**config.mk**
```make
export PLATFORM = sky130hd
export DESIGN_NAME = acc_responder_flat
export DESIGN_NICKNAME = d
export VERILOG_FILES = /design/src/rtl/acc_responder_if.sv /design/src/rtl/acc_responder.sv /design/src/flat_wrapper.sv
export SDC_FILE = /design/constraint.sdc
export NUM_CORES = 1
export LEC_CHECK = 0
export BUFFER_PORTS_ARGS = -buffer_cell sky130_fd_sc_hd__buf_2
export CAP_MARGIN = 40
export CORE_MARGIN = 3
export CORE_UTILIZATION = 55
export CTS_BUF_LIST = sky130_fd_sc_hd__clkbuf_4
export CTS_CLUSTER_SIZE = 8
export DETAILED_ROUTE_END_ITERATION = 8
export PLACE_DENSITY = 0.82
export SLEW_MARGIN = 20
export SYNTH_ARGS = -nofsm -noshare
export SYNTH_HDL_FRONTEND = slang
export SYNTH_SLANG_ARGS = --single-unit
```
**constraint.sdc**
```tcl
create_clock -name clk_i -period 6.81 [get_ports clk_i]
set_input_delay 1.362 -clock clk_i [delete_from_list [all_inputs] [get_ports clk_i]]
set_output_delay 1.362 -clock clk_i [all_outputs]
set_load 0.05 [all_outputs]
```
**src/rtl/acc_responder_if.sv**
```systemverilog
// ACC_BUS request/response bundle seen from the accelerator side.
// Signal names keep the responder's point of view: *_i are driven by the
// initiator (master), *_o are driven by the responder (slave).
//   Q channel: q_addr_i, q_data_op_i, q_data_arg{a,b,c}_i, q_id_i,
//              q_valid_i (in), q_ready_o (out)
//   P channel: p_data0_o, p_data1_o, p_dual_writeback_o, p_id_o, p_rd_o,
//              p_error_o, p_valid_o (out), p_ready_i (in)
interface acc_responder_if #(
  parameter int unsigned DataWidth = 32,
  parameter int unsigned AddrWidth = 4,
  parameter int unsigned IdWidth   = 4
);
  logic [AddrWidth-1:0] q_addr_i;
  logic [31:0]          q_data_op_i;
  logic [DataWidth-1:0] q_data_arga_i;
  logic [DataWidth-1:0] q_data_argb_i;
  logic [DataWidth-1:0] q_data_argc_i;
  logic [IdWidth-1:0]   q_id_i;
  logic                 q_valid_i;
  logic                 q_ready_o;

  logic [DataWidth-1:0] p_data0_o;
  logic [DataWidth-1:0] p_data1_o;
  logic                 p_dual_writeback_o;
  logic [IdWidth-1:0]   p_id_o;
  logic [4:0]           p_rd_o;
  logic                 p_error_o;
  logic                 p_valid_o;
  logic                 p_ready_i;

  modport master (
    output q_addr_i, q_data_op_i, q_data_arga_i, q_data_argb_i, q_data_argc_i,
           q_id_i, q_valid_i, p_ready_i,
    input  q_ready_o, p_data0_o, p_data1_o, p_dual_writeback_o, p_id_o,
           p_rd_o, p_error_o, p_valid_o
  );

  modport slave (
    input  q_addr_i, q_data_op_i, q_data_arga_i, q_data_argb_i, q_data_argc_i,
           q_id_i, q_valid_i, p_ready_i,
    output q_ready_o, p_data0_o, p_data1_o, p_dual_writeback_o, p_id_o,
           p_rd_o, p_error_o, p_valid_o
  );
endinterface

```
**src/rtl/acc_responder.sv**
```systemverilog
// acc_responder: accelerator endpoint of ACC_BUS.
// Accepts offloaded instructions on Q, computes a small integer result at
// acceptance time, holds it in an in-order buffer of Depth entries and
// releases it on P once Latency cycles have elapsed since the handshake.
// Ports:
//   clk_i  - clock
//   rst_ni - asynchronous active-low reset (drops all pending entries)
//   bus    - acc_responder_if.slave carrying the Q and P channels
module acc_responder #(
  parameter int unsigned DataWidth = 32,
  parameter int unsigned AddrWidth = 4,
  parameter int unsigned IdWidth   = 4,
  parameter int unsigned Depth     = 4,
  parameter int unsigned Latency   = 2,
  parameter int unsigned AccAddr   = 32'd0
) (
  input  logic           clk_i,
  input  logic           rst_ni,
  acc_responder_if.slave bus
);

  localparam int unsigned CntW = $clog2(Depth + 1);
  localparam int unsigned PtrW = (Depth > 1) ? $clog2(Depth) : 1;
  localparam int unsigned CdW  = (Latency > 1) ? $clog2(Latency) : 1;

  localparam logic [CntW-1:0]      CountFull = CntW'(Depth);
  localparam logic [PtrW-1:0]      PtrLast   = PtrW'(Depth - 1);
  localparam logic [CdW-1:0]       CdInit    = CdW'(Latency - 1);
  localparam logic [AddrWidth-1:0] OwnAddr   = AddrWidth'(AccAddr);

  // Pointers wrap explicitly so non-power-of-two depths work.
  function automatic logic [PtrW-1:0] ptr_next(input logic [PtrW-1:0] p);
    if (p == PtrLast) begin
      return '0;
    end else begin
      return p + PtrW'(1);
    end
  endfunction

  // Buffer storage
  logic [DataWidth-1:0] r_data0 [Depth];
  logic [DataWidth-1:0] r_data1 [Depth];
  logic                 r_dual  [Depth];
  logic                 r_err   [Depth];
  logic [IdWidth-1:0]   r_id    [Depth];
  logic [4:0]           r_rd    [Depth];
  logic [CdW-1:0]       r_cd    [Depth];

  logic [PtrW-1:0] r_wptr;
  logic [PtrW-1:0] r_rptr;
  logic [CntW-1:0] r_count;

  logic                 w_not_full;
  logic                 w_head_valid;
  logic                 w_push;
  logic                 w_pop;
  logic [2:0]           w_funct3;
  logic [DataWidth-1:0] w_op_data0;
  logic [DataWidth-1:0] w_op_data1;
  logic                 w_op_dual;
  logic                 w_op_err;
  logic                 w_unused_op;

  // Only rd and funct3 are decoded; the rest of the instruction is ignored.
  assign w_unused_op = ^{bus.q_data_op_i[31:15], bus.q_data_op_i[6:0]};
  assign w_funct3    = bus.q_data_op_i[14:12];

  // Ready and valid come from registered state only, never from inputs.
  assign w_not_full   = (r_count != CountFull);
  assign w_head_valid = (r_count != '0) && (r_cd[r_rptr] == '0);
  assign w_push       = bus.q_valid_i && w_not_full;
  assign w_pop        = w_head_valid && bus.p_ready_i;

  assign bus.q_ready_o = w_not_full;

  // Result computation for the request currently on Q.
  always_comb begin
    w_op_data0 = '0;
    w_op_data1 = '0;
    w_op_dual  = 1'b0;
    w_op_err   = 1'b0;
    if (bus.q_addr_i != OwnAddr) begin
      w_op_err = 1'b1;
    end else begin
      case (w_funct3)
        3'b000: w_op_data0 = bus.q_data_arga_i + bus.q_data_argb_i;
        3'b001: w_op_data0 = bus.q_data_arga_i ^ bus.q_data_argb_i;
        3'b010: w_op_data0 = bus.q_data_arga_i & bus.q_data_argb_i;
        3'b011: w_op_data0 = bus.q_data_arga_i + bus.q_data_argb_i + bus.q_data_argc_i;
        3'b100: begin
          w_op_data0 = bus.q_data_arga_i;
          w_op_data1 = bus.q_data_argb_i;
          w_op_dual  = 1'b1;
        end
        default: w_op_err = 1'b1;
      endcase
    end
  end

  // Buffer storage, pointers, occupancy and per-entry latency countdown.
  always_ff @(posedge clk_i or negedge rst_ni) begin
    if (!rst_ni) begin
      r_wptr  <= '0;
      r_rptr  <= '0;
      r_count <= '0;
      for (int unsigned i = 0; i < Depth; i++) begin
        r_data0[i] <= '0;
        r_data1[i] <= '0;
        r_dual[i]  <= 1'b0;
        r_err[i]   <= 1'b0;
        r_id[i]    <= '0;
        r_rd[i]    <= '0;
        r_cd[i]    <= '0;
      end
    end else begin
      // Countdowns run regardless of P-side stalls.
      for (int unsigned i = 0; i < Depth; i++) begin
        if (r_cd[i] != '0) begin
          r_cd[i] <= r_cd[i] - CdW'(1);
        end
      end
      if (w_push) begin
        r_data0[r_wptr] <= w_op_data0;
        r_data1[r_wptr] <= w_op_data1;
        r_dual[r_wptr]  <= w_op_dual;
        r_err[r_wptr]   <= w_op_err;
        r_id[r_wptr]    <= bus.q_id_i;
        r_rd[r_wptr]    <= bus.q_data_op_i[11:7];
        r_cd[r_wptr]    <= CdInit;
        r_wptr          <= ptr_next(r_wptr);
      end
      if (w_pop) begin
        r_rptr <= ptr_next(r_rptr);
      end
      case ({w_push, w_pop})
        2'b10:   r_count <= r_count + CntW'(1);
        2'b01:   r_count <= r_count - CntW'(1);
        default: r_count <= r_count;
      endcase
    end
  end

  // P channel presents the head entry, forced to zero while not valid.
  always_comb begin
    bus.p_valid_o          = 1'b0;
    bus.p_data0_o          = '0;
    bus.p_data1_o          = '0;
    bus.p_dual_writeback_o = 1'b0;
    bus.p_id_o             = '0;
    bus.p_rd_o             = '0;
    bus.p_error_o          = 1'b0;
    if (w_head_valid) begin
      bus.p_valid_o          = 1'b1;
      bus.p_data0_o          = r_data0[r_rptr];
      bus.p_data1_o          = r_data1[r_rptr];
      bus.p_dual_writeback_o = r_dual[r_rptr];
      bus.p_id_o             = r_id[r_rptr];
      bus.p_rd_o             = r_rd[r_rptr];
      bus.p_error_o          = r_err[r_rptr];
    end else begin
      bus.p_valid_o = 1'b0;
    end
  end

  // Full buffer must never advertise space.
  a_no_ready_when_full : assert property (@(posedge clk_i) disable iff (!rst_ni)
    (r_count == CountFull) |-> !bus.q_ready_o);

  // A stalled response must hold every P field until it is taken.
  a_p_stable_on_stall : assert property (@(posedge clk_i) disable iff (!rst_ni)
    (bus.p_valid_o && !bus.p_ready_i) |=>
      (bus.p_valid_o && $stable({bus.p_data0_o, bus.p_data1_o, bus.p_dual_writeback_o,
                                 bus.p_id_o, bus.p_rd_o, bus.p_error_o})));

endmodule

```
**src/flat_wrapper.sv**
```systemverilog
// flat-port wrapper written by rule: the top's interface ports become plain ports
module acc_responder_flat 
#(
  parameter int unsigned DataWidth = 32,
  parameter int unsigned AddrWidth = 4,
  parameter int unsigned IdWidth   = 4,
  parameter int unsigned Depth     = 4,
  parameter int unsigned Latency   = 2,
  parameter int unsigned AccAddr   = 32'd0
)
  (clk_i, rst_ni, bus_q_addr_i, bus_q_data_op_i, bus_q_data_arga_i, bus_q_data_argb_i, bus_q_data_argc_i, bus_q_id_i, bus_q_valid_i, bus_p_ready_i, bus_q_ready_o, bus_p_data0_o, bus_p_data1_o, bus_p_dual_writeback_o, bus_p_id_o, bus_p_rd_o, bus_p_error_o, bus_p_valid_o);
  acc_responder_if #(.DataWidth(DataWidth), .AddrWidth(AddrWidth), .IdWidth(IdWidth)) bus_i ();
  input  logic clk_i;
  input  logic rst_ni;
  input wire logic [$bits(bus_i.q_addr_i)-1:0] bus_q_addr_i;
  input wire logic [$bits(bus_i.q_data_op_i)-1:0] bus_q_data_op_i;
  input wire logic [$bits(bus_i.q_data_arga_i)-1:0] bus_q_data_arga_i;
  input wire logic [$bits(bus_i.q_data_argb_i)-1:0] bus_q_data_argb_i;
  input wire logic [$bits(bus_i.q_data_argc_i)-1:0] bus_q_data_argc_i;
  input wire logic [$bits(bus_i.q_id_i)-1:0] bus_q_id_i;
  input wire logic [$bits(bus_i.q_valid_i)-1:0] bus_q_valid_i;
  input wire logic [$bits(bus_i.p_ready_i)-1:0] bus_p_ready_i;
  output wire logic [$bits(bus_i.q_ready_o)-1:0] bus_q_ready_o;
  output wire logic [$bits(bus_i.p_data0_o)-1:0] bus_p_data0_o;
  output wire logic [$bits(bus_i.p_data1_o)-1:0] bus_p_data1_o;
  output wire logic [$bits(bus_i.p_dual_writeback_o)-1:0] bus_p_dual_writeback_o;
  output wire logic [$bits(bus_i.p_id_o)-1:0] bus_p_id_o;
  output wire logic [$bits(bus_i.p_rd_o)-1:0] bus_p_rd_o;
  output wire logic [$bits(bus_i.p_error_o)-1:0] bus_p_error_o;
  output wire logic [$bits(bus_i.p_valid_o)-1:0] bus_p_valid_o;
  assign bus_i.q_addr_i = bus_q_addr_i;
  assign bus_i.q_data_op_i = bus_q_data_op_i;
  assign bus_i.q_data_arga_i = bus_q_data_arga_i;
  assign bus_i.q_data_argb_i = bus_q_data_argb_i;
  assign bus_i.q_data_argc_i = bus_q_data_argc_i;
  assign bus_i.q_id_i = bus_q_id_i;
  assign bus_i.q_valid_i = bus_q_valid_i;
  assign bus_i.p_ready_i = bus_p_ready_i;
  assign bus_q_ready_o = bus_i.q_ready_o;
  assign bus_p_data0_o = bus_i.p_data0_o;
  assign bus_p_data1_o = bus_i.p_data1_o;
  assign bus_p_dual_writeback_o = bus_i.p_dual_writeback_o;
  assign bus_p_id_o = bus_i.p_id_o;
  assign bus_p_rd_o = bus_i.p_rd_o;
  assign bus_p_error_o = bus_i.p_error_o;
  assign bus_p_valid_o = bus_i.p_valid_o;
  acc_responder #(.DataWidth(DataWidth), .AddrWidth(AddrWidth), .IdWidth(IdWidth), .Depth(Depth), .Latency(Latency), .AccAddr(AccAddr)) u_core (.clk_i(clk_i), .rst_ni(rst_ni), .bus(bus_i));
endmodule
```
==> metrics.md, run 1 <==
| Metric | Value |
|---|---|
| Layout Skew | `~0.067 ns` |
| Post-synth top cells | `nand2_1, dfrtp_1, o21ai_0` |
| Unique masters post-synth | `68` |
| Origin of the worst setup path | `bus_q_data_argb_i[0]` |
| Largest net degree at the start of global routing | `between 100 and 150` |
| Placer congestion estimate | `just over 1` |
| Max Freq | `0.173 GHz` |
| RSZ-0062 raised after global routing | `no` |
| Sequential share of the synthesized area | `0.432` |
| Total number of vias | `about 16000` |
| Post-Route Setup TNS | `0 ns` |
| Post-Synth XOR/XNOR Area | `0.0268` |
| Multiplexer share of the synthesized area | `0.108` |
| Clock Root Buffer | `clkbuf_4` |
| Post-Syn Nets | `between 2000 and 2500` |
| Cells after synthesis | `1941` |
| Fillers | `roughly 2600` |
| Core Util, Final | `0.643` |
| Remaining Overflow, GRT | `0` |
| Simple-gate area share of the yosys netlist | `0.177` |
| Die area | `between 30000 and 40000 um^2` |
| Initial antenna violation count | `4` |
| Postcts setup bufs | `0` |
| Final Setup Violations | `0` |
| WL final | `about 55000 um` |
| Worst r2r src | `u_core.r_rptr[1]` |
| Max Cap Viol | `0` |
| Drt drc | `0` |
| Hold Path Class | `reg2reg` |
| Largest area contributor in the netlist | `dfrtp_1` |
| CP Class | `in2reg` |
| Vias per inst | `slightly above 6` |
| Post-cts repair resize count | `0` |
| Drt first-iter violations | `1437` |
| # hold bufs at CTS | `0` |
| CP cell instances | `buf_2 > ha_1 > fa_1 > a211oi_1 > o21ai_1 > a21o_1 > a21o_1 > a21o_1 > a21o_1 > xor2_1 > ha_1 > a21o_1 > a21o_1 > a221oi_1 > o31a_1 > o211ai_2 > a31oi_1 > nor3_1 > xnor2_1 > o31ai_2 > a22o_1` |
| Worst-Margin Slew | `0.963 ns` |
| Final hold vios | `0` |
| Final min period | `5.77 ns` |
| Clk slew on worst S/H paths | `~0.070 ns` |
| Synth area leaders | `dfrtp_1, nand2_1, mux4_2` |
| Count leader, synth | `nand2_1` |
| CTS Buf Count | `81` |
| Largest family of logic cells by synthesized area | `simple AND/OR/NAND/NOR gates` |
| First-pass GRT wire length | `approximately 87000 um` |
| Pleak | `roughly 10 nW` |
| Crit path largest cell delay | `approximately 0.48 ns` |
| Final ANT Viol Nets | `0` |
| Primary FF master, synth | `dfrtp_1` |
| Area grow syn2layout | `13.9%` |
| Core region area | `approximately 32000 um^2` |
| Worst-Skew Late Latency | `0.78 ns` |
| Post-synthesis compound-gate area fraction | `0.170` |
| Die height | `between 150 and 200 um` |
| Synth Area in Adders | `0.0527` |
| Layout cells sized above 1 | `0.223` |
| Hold Startpoint | `u_core.r_rd[2]` |
| Synth top area share | `0.432` |
| Mapped Area | `between 15000 and 20000 um^2` |
| Power per cell area | `roughly 320 nW/um^2` |
| H-tree depth | `3` |
| Final slew viol count | `0` |
| CP delay by family, top | `compound AO/OA/AOI/OAI gates` |
| Startpoint type of the worst setup path | `primary input` |
| Max clock buf depth | `3` |
| CP arrival | `between 6 and 7 ns` |
| EDFF count, synth | `0` |
| Worst relative slew slack | `0.358` |
| Starting Density | `0.565` |
| I/O Buffers | `between 150 and 200` |
| Rows | `65` |
| Drt pass-1 iters | `7` |
| Total GRT Usage | `0.311` |
| Vias in the first global route | `16300` |
| Worst-path maximum fanout | `6` |
| CTS tree | `yes` |
| Seq cells post-synth | `about 310` |
| Async S/R FF share, synth | `1.00` |
| Drt wl/cell | `about 21 um` |
| Average cell area after synthesis | `9.28 um^2` |
| Nets | `approximately 2300` |
| WP buf/inv | `1` |
| Clock sink count | `~310` |
| Critical Path RT | `approximately 7.5 ns` |
| Worst VDD drop | `0.246 mV` |
| Fin crit share | `0.847` |
| Ys Warns | `0` |
| Slowest stage cell on the critical path | `fa_1` |
| Hpwl dp | `38300 um` |
| IO Count | `between 200 and 250` |
| Status | `finished clean` |
| Die Width | `around 190 um` |
| CP Capture Type | `register` |
| CP dominant cell by count | `a21o_1` |
[layer usage]
layer	up-vias	global-route usage	wire, um
met5	-	0	9
met4	2	0.136	2410
met3	138	0.0735	5320
met2	828	0.492	25200
met1	7801	0.414	21700
li1	7209	-	-
[cells by family after synthesis]
logic type               count (synthesis)
AND/OR/NAND/NOR                        755
AO/OA/AOI/OAI                          491
flip-flops                             311
buffers and inverters                  159
multiplexers                            96
adder cells (fa/ha/maj)                 74
XOR/XNOR                                55
[cells in the final DEF (no fill, tap or decap), types with 10 or more instances in the layout]
cell type	instances
nand4_1	10
clkbuf_4	121
buf_2	191
a31oi_1	19
nand3_1	19
xor2_1	21
buf_4	30
a221oi_1	19
a21o_1	34
nand2_1	541
mux4_2	77
o21ai_0	245
ha_1	71
a211oi_1	10
mux2_2	18
dfrtp_1	309
xnor2_1	34
a21oi_1	58
a22oi_1	29
inv_1	29
nor2b_1	77
nor2_1	65
[cell type report]
| class | instances | area, um^2 | area share |
|---|---|---|---|
| Clock buffer | 121 | 908 | 0.0443 |
| Sequential cell | 311 | 7790 | 0.380 |
| Clock inverter | 21 | 153 | 0.00744 |
| Antenna cell | 3 | 7.51 | 0.000366 |
| Timing Repair Buffer | 227 | 1330 | 0.0650 |
| Tap cell | 435 | 544 | 0.0265 |
| Multi-Input combinational cell | 1471 | 9660 | 0.471 |
| Inverter | 30 | 113 | 0.00549 |
[per-stage QoR]
stage / hold WS [ns] / instance area [um^2] / total power [W] / setup WS [ns] / instances
6_report: 0.473 / 20500 / 0.00660 / 1.04 / 2619
5_1_grt: 0.498 / 20500 / 0.00697 / 0.908 / 2619
4_1_cts: 0.473 / 20500 / 0.00662 / 1.18 / 2615
3_5_place_dp: 0.457 / 19400 / 0.00493 / 0.388 / 2473
3_3_place_gp: 0.453 / 19300 / 0.00479 / 0.452 / 2469
2_1_floorplan: 0.440 / 18000 / 0.00414 / 1.03 / 1941
[where the power goes]
part | leakage [nW] | switching (W) | internal (W)
clock | 0.631 | 0.000790 | 0.000891
sequential | 4.24 | 0.000181 | 0.00206
combinational | 4.98 | 0.00177 | 0.000910
[worst paths after layout]
path                                        to  slack (ns)  depth (start not counted)
hold / removal                  u_core.r_rd[2]        0.47                          2
hold reg to reg                 u_core.r_rd[2]        0.47                          2
setup reg to reg             u_core.r_count[2]        3.50                         11
min in group asynchronous   u_core.r_data1[51]        0.64                          1
max in group asynchronous  u_core.r_data1[117]        4.91                          3
setup / recovery            u_core.r_data0[61]        1.04                         21
[registers in the layout, summed over array words and instances (netlist names)]
register and flops:
u_core.r_cd 4, u_core.r_id 16, u_core.r_rptr 2, u_core.r_rd 20
u_core.r_count 3, u_core.r_data1 128, u_core.r_data0 128, u_core.r_err 4
u_core.r_wptr 2, u_core.r_dual 4
[tightest hold or removal path, cell delays in order (launching register included)]
cell	delay, ns
dfrtp_1	0.34
nand2_1	0.05
nand2_1	0.05
Power figures use the tool's default switching activity.
==> run 2: changes to the inputs <==
--- a/config.mk
+++ b/config.mk
@@ -5,6 +5,7 @@
 export SDC_FILE = /design/constraint.sdc
 export NUM_CORES = 1
 export LEC_CHECK = 0
+export ABC_AREA = 1
 export BUFFER_PORTS_ARGS = -buffer_cell sky130_fd_sc_hd__buf_2
 export CAP_MARGIN = 40
 export CORE_MARGIN = 3
==> constraint.sdc (replaced) <==
create_clock -name clk_i -period 5.9 [get_ports clk_i]
set_input_delay 1.18 -clock clk_i [delete_from_list [all_inputs] [get_ports clk_i]]
set_output_delay 1.18 -clock clk_i [all_outputs]
set_load 0.05 [all_outputs]
==> metrics.md, run 2 <==
| Metric | Value |
|---|---|
| Status | `finished clean` |
| Max clock buf depth | `3 (unchanged)` |
| Count leader, synth | `nand2_1` |
| Mapped Area | `19300 um^2 (+7.2%)` |
| H-tree depth | `3 (unchanged)` |
| Met1 WL | `25200 um (+16%)` |
| Pleak | `10.7 nW (+8.2%)` |
| Synth top area share | `0.403 (-0.0292)` |
| Worst relative slew slack | `0.315 (-0.0432)` |
| Met2 WL | `28100 um (+12%)` |
| Total number of vias | `19700 (+23%)` |
| Sequential share of the synthesized area | `0.403 (-0.0292)` |
| Placer congestion estimate | `1.05 (+4.7%)` |
| Worst r2r src | `u_core.r_rptr[0]` |
| Fin crit share | `0.895` |
| EDFF count, synth | `0 (unchanged)` |
| CP arrival | `4.10 ns (-2.34 ns)` |
| Hold Path Class | `reg2reg` |
| CP Capture Type | `output pin` |
| # hold bufs at CTS | `0 (unchanged)` |
| Post-cts repair resize count | `0 (unchanged)` |
| First-pass GRT wire length | `98200 um (+13%)` |
| Layout Skew | `0.0429 ns (-0.0239 ns)` |
| Total GRT Usage | `0.325 (+0.0136)` |
| Largest area contributor in the netlist | `dfrtp_1` |
| Clock network power share | `0.195 (-0.060)` |
| Vias per inst | `5.88 (-3.6%)` |
| Uppermost layer routed | `met5` |
| Worst VDD drop | `0.333 mV (+35%)` |
| Ys Warns | `0 (unchanged)` |
| Vias in the first global route | `18600 (+14%)` |
| Synth area leaders | `dfrtp_1, nand2_1, o21ai_0` |
| Setup WS pre-CTS | `0.984 ns (+0.596 ns)` |
| Drt drc | `0 (unchanged)` |
| Post-Route Setup TNS | `0 ns (unchanged)` |
| Final worst slack | `0.618 ns (-0.427 ns)` |
| CP Class | `reg2out` |
| Hold Startpoint | `u_core.r_id[3]` |
| Post-DP Area | `20500 um^2 (+5.5%)` |
| Largest net degree at the start of global routing | `119 (+14%)` |
| Comb pwr share | `0.529 (+0.124)` |
| Final Setup Violations | `0 (unchanged)` |
| Starting Density | `0.567 (+0.00252)` |
| Unique masters post-synth | `55 (-19%)` |
| Drt first-iter violations | `2094 (+46%)` |
| Final slew viol count | `0 (unchanged)` |
| Cells after synthesis | `2675 (+38%)` |
| WL final | `63000 um (+15%)` |
| Most common cell after layout, fill and taps aside | `nand2_1` |
| Async S/R FF share, synth | `1.00 (unchanged)` |
| Clock sink count | `311 (unchanged)` |
| Nets | `3056 (+31%)` |
| Flop pwr share | `0.276 (-0.064)` |
| Startpoint type of the worst setup path | `register` |
| Final ANT Viol Nets | `0 (unchanged)` |
| Clk slew on worst S/H paths | `0.06 ns (about the same)` |
| Initial antenna violation count | `2 (-2)` |
| Max Cap Viol | `0 (unchanged)` |
| I/O Buffers | `192 (unchanged)` |
| Post-Syn Nets | `2889 (+34%)` |
| Power per cell area | `440 nW/um^2 (+37%)` |
| Largest regs | `u_core.r_data0 (128), u_core.r_data1 (128), u_core.r_rd (20)` |
| CTS Buf Count | `82 (+1.2%)` |
| Drt pass-1 iters | `6 (-1)` |
| Primary FF master, synth | `dfrtp_1` |
| Max Freq | `between 0.15 and 0.2 GHz` |
| Post-synth top cells | `nand2_1, o21ai_0, dfrtp_1` |
| RSZ-0062 raised after global routing | `no` |
| Hold Path End | `u_core.r_id[3]` |
| Postcts setup bufs | `0 (unchanged)` |
| IO Count | `217 (unchanged)` |
| Hold depth | `2 (unchanged)` |
| Average cell area after synthesis | `7.22 um^2 (-22%)` |
| Die area | `37400 um^2 (+7.0%)` |
| Area grow syn2layout | `11.7%` |
| Core region area | `34000 um^2 (+6.8%)` |
| Internal power | `0.00458 W (+18%)` |
| Critical Path RT | `4.72 ns (-2.76 ns)` |
| Die Width | `193 um (+3.4%)` |
| Drt wl/cell | `18.8 um (-9.8%)` |
| Hpwl dp | `43500 um (+14%)` |
| Worst-Margin Slew | `1.03 ns (+0.0648 ns)` |
| Worst-Skew Late Latency | `0.77 ns (about the same)` |
| Seq cells post-synth | `311 (unchanged)` |
| Layout cells sized above 1 | `0.162 (-0.0609)` |
| Die height | `193 um (+3.4%)` |
| CTS tree | `yes` |
| FF-to-FF path depth | `14 (+3)` |
| Metal3 WL | `7070 um (+33%)` |
| Post-route cell area | `21600 um^2 (+5.1%)` |
| Most frequent cells in the layout | `nand2_1, o21ai_0, dfrtp_1` |
| Worst-path maximum fanout | `76 (+70)` |
| Final hold vios | `0 (unchanged)` |
| Remaining Overflow, GRT | `0 (unchanged)` |
| Final min period | `around 5.3 ns` |
| Worst R2R End | `u_core.r_count[2]` |
| Clock Root Buffer | `clkbuf_4` |
| Psw | `0.00491 W (+79%)` |
| Flop2flop setup slack | `1.96 ns (-1.54 ns)` |
| Switching Fraction | `0.518 (+0.103)` |
| Rows | `67 (+3.1%)` |
-- run 2: how the worst max path moves through the flow --
stage / startpoint / end / depth (start not counted)
after floorplan: bus_q_data_argb_i[0] / u_core.r_data0[94] / 20
after global placement: bus_q_data_argb_i[0] / u_core.r_data0[127] / 22
after detailed placement: bus_q_data_argb_i[0] / u_core.r_data0[127] / 22
after CTS: u_core.r_rptr[0] / bus_p_data0_o[6] / 7
after global routing: u_core.r_rptr[0] / bus_p_data0_o[6] / 7
final: u_core.r_rptr[0] / bus_p_data0_o[6] / 7
-- run 2: layout make-up --
type / instances / area (um^2)
sequential: 311 / 7790
timing repair buffer: 223 / 1250
inverter: 199 / 748
clock buffer: 120 / 901
clock inverter: 19 / 100
fill: 3043 / 12500
multi-input combinational: 2025 / 10200
antenna: 3 / 7.51
tap: 448 / 561
-- run 2: power by group through the flow --
stage / registers [W] / clock network (W) / logic (W)
final: 0.00262 / 0.00185 / 0.00502
after floorplan: 0.00252 / 0 / 0.00369
after CTS: 0.00261 / 0.00188 / 0.00494
after global routing: 0.00264 / 0.00200 / 0.00539
after global placement: 0.00263 / 0 / 0.00483
after detailed placement: 0.00265 / 0 / 0.00491
-- run 2: kinds of logic after synthesis --
kind of cell | count (synthesis) | share of synthesized area
simple gates | 1233 | 0.268
compound gates | 692 | 0.196
flops | 311 | 0.403
xor+xnor | 26 | 0.0137
fa+ha+maj | 74 | 0.0491
buf+inv | 339 | 0.0693
-- run 2: worst max-delay path, cell delays in order, from the launching register on --
cell	delay [ns]
dfrtp_4	0.99
clkinv_2	0.51
nand2_1	0.16
a32o_1	0.18
nand2_2	0.30
buf_4	0.43
a21oi_1	0.40
buf_2	0.35
-- run 2: layer usage --
layer | up-vias | global-route usage
met2 | 1153 | 0.505
met5 | - | 0
met4 | 2 | 0.136
li1 | 9153 | -
met1 | 9223 | 0.446
met3 | 154 | 0.0661
-- run 2: stage by stage --
stage | power, W | utilization | instances | hold slack (ns)
detailed placement | 0.00756 | 0.602 | 3202 | 0.454
global placement | 0.00746 | 0.602 | 3202 | 0.448
floorplan | 0.00620 | - | 2675 | 0.437
finish | 0.00949 | 0.634 | 3348 | 0.467
global route | 0.0100 | 0.633 | 3346 | 0.488
CTS | 0.00942 | 0.631 | 3341 | 0.469
